## config.mk

```make
export PLATFORM = sky130hd
export DESIGN_NAME = ad7606_ctrl
export DESIGN_NICKNAME = d
export VERILOG_FILES = /design/src/rtl/ad7606_ctrl.sv
export SDC_FILE = /design/constraint.sdc
export NUM_CORES = 1
export LEC_CHECK = 0
export ABC_CLOCK_PERIOD_IN_PS = 3000
export CORE_ASPECT_RATIO = 1.75
export CORE_MARGIN = 10
export CORE_UTILIZATION = 30
export CTS_CLUSTER_SIZE = 40
export DETAILED_ROUTE_END_ITERATION = 16
export PLACE_DENSITY = 0.58
export SLEW_MARGIN = 20
export SYNTH_ARGS = -nofsm -noshare
export SYNTH_HDL_FRONTEND = slang
export SYNTH_SLANG_ARGS = --single-unit
export TNS_END_PERCENT = 20
```

## constraint.sdc

```tcl
create_clock -name clk -period 3 [get_ports clk]
set_input_delay 0.75 -clock clk [delete_from_list [all_inputs] [get_ports clk]]
set_output_delay 0.75 -clock clk [all_outputs]
set_load 0.01 [all_outputs]
```

## src/rtl/ad7606_ctrl.sv

```systemverilog
// AD7606 parallel-interface controller: periodic CONVST, BUSY handshake and
// eight-channel RD/CS readout, with a timeout guard on each busy-wait state.
module ad7606_ctrl #(
  parameter int         SAMPLE_DIV   = 5000,
  parameter int         BUSY_TIMEOUT = 250,
  parameter logic [2:0] OS_RATIO     = 3'b000
) (
  input  logic        clk,
  input  logic        rst,
  input  logic        enable_i,
  input  logic        busy_i,
  input  logic [15:0] data_i,
  output logic        ad_reset_o,
  output logic        ad_conv_o,
  output logic        ad_rd_o,
  output logic        ad_cs_o,
  output logic [2:0]  ad_os_o,
  output logic [15:0] ch_data_o,
  output logic [2:0]  ch_idx_o,
  output logic        ch_valid_o,
  output logic        frame_done_o,
  output logic        timeout_err_o
);

  localparam int TW = (SAMPLE_DIV > 1) ? $clog2(SAMPLE_DIV) : 1;
  localparam int OW = (BUSY_TIMEOUT > 1) ? $clog2(BUSY_TIMEOUT) : 1;
  localparam logic [TW-1:0] DIV_LAST = TW'(SAMPLE_DIV - 1);
  localparam logic [OW-1:0] TO_LAST  = OW'(BUSY_TIMEOUT - 1);

  typedef enum logic [2:0] {
    AD_RST, IDLE, CONV, WAIT_BH, WAIT_BL, RD_LO, RD_HI
  } state_t;

  state_t        state, state_n;
  logic [1:0]    ph, ph_n;
  logic [2:0]    ch_cnt, ch_cnt_n;
  logic [TW-1:0] timer, timer_n;
  logic [OW-1:0] to_bh, to_bh_n, to_bl, to_bl_n;
  logic [15:0]   ch_data_q, ch_data_n;
  logic [2:0]    ch_idx_q, ch_idx_n;
  logic          valid_q, valid_n, done_q, done_n, terr_q, terr_n;
  logic          busy_meta, busy_s;

  always_ff @(posedge clk) begin
    if (rst) begin
      state     <= AD_RST;
      ph        <= '0;
      ch_cnt    <= '0;
      timer     <= '0;
      to_bh     <= '0;
      to_bl     <= '0;
      ch_data_q <= '0;
      ch_idx_q  <= '0;
      valid_q   <= 1'b0;
      done_q    <= 1'b0;
      terr_q    <= 1'b0;
      busy_meta <= 1'b0;
      busy_s    <= 1'b0;
    end else begin
      state     <= state_n;
      ph        <= ph_n;
      ch_cnt    <= ch_cnt_n;
      timer     <= timer_n;
      to_bh     <= to_bh_n;
      to_bl     <= to_bl_n;
      ch_data_q <= ch_data_n;
      ch_idx_q  <= ch_idx_n;
      valid_q   <= valid_n;
      done_q    <= done_n;
      terr_q    <= terr_n;
      busy_meta <= busy_i;
      busy_s    <= busy_meta;
    end
  end

  // The sample timer free-runs in every state so the conversion rate never
  // drifts; an expiry seen outside IDLE is simply dropped.
  always_comb begin
    state_n   = state;
    ph_n      = ph;
    ch_cnt_n  = ch_cnt;
    to_bh_n   = to_bh;
    to_bl_n   = to_bl;
    ch_data_n = ch_data_q;
    ch_idx_n  = ch_idx_q;
    valid_n   = 1'b0;
    done_n    = 1'b0;
    terr_n    = 1'b0;

    if (!enable_i || timer == DIV_LAST) timer_n = '0;
    else                                timer_n = timer + 1'b1;

    case (state)
      AD_RST: begin
        ph_n = ph + 2'd1;
        if (ph == 2'd3) begin
          state_n = IDLE;
          ph_n    = '0;
        end
      end
      IDLE: begin
        if (enable_i && timer == DIV_LAST) begin
          state_n = CONV;
          ph_n    = '0;
        end
      end
      CONV: begin
        ph_n = ph + 2'd1;
        if (ph == 2'd1) begin
          state_n = WAIT_BH;
          ph_n    = '0;
          to_bh_n = '0;
        end
      end
      WAIT_BH: begin
        if (busy_s) begin
          state_n = WAIT_BL;
          to_bl_n = '0;
        end else if (to_bh == TO_LAST) begin
          state_n = IDLE;
          terr_n  = 1'b1;
        end else begin
          to_bh_n = to_bh + 1'b1;
        end
      end
      WAIT_BL: begin
        if (!busy_s) begin
          state_n  = RD_LO;
          ph_n     = '0;
          ch_cnt_n = '0;
        end else if (to_bl == TO_LAST) begin
          state_n = IDLE;
          terr_n  = 1'b1;
        end else begin
          to_bl_n = to_bl + 1'b1;
        end
      end
      RD_LO: begin
        ph_n = ph + 2'd1;
        if (ph == 2'd1) begin
          ch_data_n = data_i;
          ch_idx_n  = ch_cnt;
          valid_n   = 1'b1;
          done_n    = (ch_cnt == 3'd7);
          state_n   = RD_HI;
          ph_n      = '0;
        end
      end
      RD_HI: begin
        ph_n = ph + 2'd1;
        if (ph == 2'd1) begin
          ph_n = '0;
          if (ch_cnt == 3'd7) begin
            state_n = IDLE;
          end else begin
            ch_cnt_n = ch_cnt + 3'd1;
            state_n  = RD_LO;
          end
        end
      end
      default: begin
        state_n = AD_RST;
        ph_n    = '0;
      end
    endcase
  end

  // Strobes are forced to their idle levels combinationally while rst is held.
  assign ad_reset_o    = rst | (state == AD_RST);
  assign ad_conv_o     = rst | (state != CONV);
  assign ad_rd_o       = rst | (state != RD_LO);
  assign ad_cs_o       = ad_rd_o;
  assign ad_os_o       = OS_RATIO;
  assign ch_data_o     = ch_data_q;
  assign ch_idx_o      = ch_idx_q;
  assign ch_valid_o    = valid_q & ~rst;
  assign frame_done_o  = done_q & ~rst;
  assign timeout_err_o = terr_q & ~rst;

endmodule
```

==> out/metrics.cfg <==
[outcome]
status=finished clean

[synth]
yosysUniqueCellTypes=56
yosys.area.top_type=dfxtp_1
synth_edf_count=0
synth_top_area_share_pct=41.2
yosysWarnings=0
synthTopCellsByCount=dfxtp_1, nand2_1, nor2_1, a21oi_1
ys_seq_area_share_pct=41.2
ys_async_sr_fraction_pct=0
synth_seq_cells=61
synth.top_cells.by_area=dfxtp_1, nand2_1, a21oi_1, nor2_1, ha_1
syn_avg_cell_area_um2=8.67
synth_area_um2=2960
syn_inst=342
synth_most_common_cell=dfxtp_1
yosys_most_used_dff=dfxtp_1

[floorplan]
die_y_um=151
die_area_um2=14400
ios=49
core_um2=9790
die_x_um=95.1
rows=48
start_util_pct=30.3

[setup_path]
start_kind=input port
worstSetupEndpointType=primary output
arrival_ns=2.20
cp.required_ns=2.25
startpoint=rst
criticalPathCategory=in2out
crit_fanout=4
r2r_start=state[2]

[global_routing]
grt_overflow=0
grt_pass1_vias=2526
grt_max_degree=21
grt_pass1_wl_um=11600
grt_antenna_before_repair=0
grtUsageTotal_pct=10.0

[detailed_routing]
vias=2471
drt_first_pass_iters=4
vias_per_cell=4.79
drt_iter0_drc=100
wire_per_inst_um=13.6
drc_errors=0
totalWireLength_um=7000
ant_nets=0

[timing]
period_minus_slack_ns=2.95
holdWs_ns=0.444
rsz0062_at_grt=false
maxClockFrequency_mhz=339
worstMarginPinSlew_ns=0.730
hold_viol=0
clock-skew-final_ns=0.00388
layout_setup_ws_ns=0.0527
final.setup.tns_ns=0
max_slew_margin_pct=51.2
timing.final.crit_share_pct=98.2
slew_viol_final=0
setup_viol=0

[final_layout]
syn_to_final_growth_pct=28.8
fillerInstances=980
final_area_um2=3820
stdcell_count=516
fin_nets=416
post-route-util_pct=39.0
drive_gt1_share_pct=7.67
insertedDiodeCount=0

[power]
power.leakage_nw=1.36
max-vdd-ir-drop_mv=0.389
p_per_area_nw_per_um2=634
power_mw=2.42

[cts]
clkSlewWorstSetupHoldPaths_ns=0.05
cts_tree=done
ctsLongestPathBuffers=2
clock-sinks=61
htree_levels=3
ctsHoldBuffers=0
cts_root_buf=clkbuf_16
postCtsSetupBuffers=0
clk_latency_ns=0.33
cts_buffers=9
cts-resized-gates=0

[placed_design]
place_congestion=0.791
dp.cells=500
post-place-ws_ns=0.0445
dpl_cell_area_um2=3530
dp_hpwl_um=5260
port-buffer-count=45

[worst_hold_path]
hold_path.class=reg2reg
holdCritStartpoint=busy_meta

[flow_run]
cap_violations=0

path summary, 6_finish.rpt:
kind / endpoint / slack [ns] / cells past startpoint
min reg2reg: busy_s / 0.44 / 1
max: ad_cs_o / 0.05 / 4
max reg2reg: to_bl[2] / 1.02 / 4
min: busy_s / 0.44 / 1
worst max-delay path: stages:
cell	delay (ns)
clkdlybuf4s50_1	0.57
inv_1	0.12
nand3_1	0.17
clkdlybuf4s50_1	0.58
report_power, final:
group | switching [mW] | total, mW | internal [mW]
Combinational | 0.274 | 0.500 | 0.226
Clock | 0.360 | 1.00 | 0.640
Sequential | 0.0721 | 0.921 | 0.849
Total | 0.706 | 2.42 | 1.72
sequential cells by signal (all words and copies together), names as in the netlist:
name	cells
busy_meta	1
busy_s	1
ch_cnt	3
ch_data_o	16
ch_idx_o	3
done_q	1
ph	2
state	3
terr_q	1
timer	13
to_bh	8
to_bl	8
valid_q	1
cell type report:
class                           instances  area, µm²  area share (%)
Clock buffer                           10        229            6.00
Clock inverter                          6       63.8            1.67
Inverter                               12       45.0            1.18
Multi-Input combinational cell        250       1600            41.9
Sequential cell                        61       1220            32.0
Tap cell                              125        156            4.10
Timing Repair Buffer                   52        503            13.2
cells in the final DEF (no fill, tap or decap), types with 10 or more instances in the layout:
master,Yosys,final
dfxtp_1,61,61
inv_1,12,12
nand3_1,10,10
ha_1,10,10
xor2_1,12,12
xnor2_1,10,10
clkdlybuf4s50_1,0,45
nor2_1,34,34
a21oi_1,26,26
nand2_1,50,50
metal layers:
layer | part of all wire [%] | GRT usage (%) | vias to the layer above
met3 | 6.3 | 3.50 | 11
met2 | 52 | 18.1 | 48
met1 | 41 | 9.97 | 1149
met5 | 0 | 0 | -
li1 | - | - | 1263
met4 | 1.4 | 4.29 | 0
cell families after synthesis:
kind of cell               share of synthesized area (%)
and+or+nand+nor                                     26.4
DFF                                                 41.2
other                                              0.127
xor gates and xnor gates                            6.50
muxes                                               1.35
AOI/OAI and AO/OA                                   15.2
adders and majority gates                           4.22
buffers and inverters                               5.07
Power figures use the tool's default switching activity.
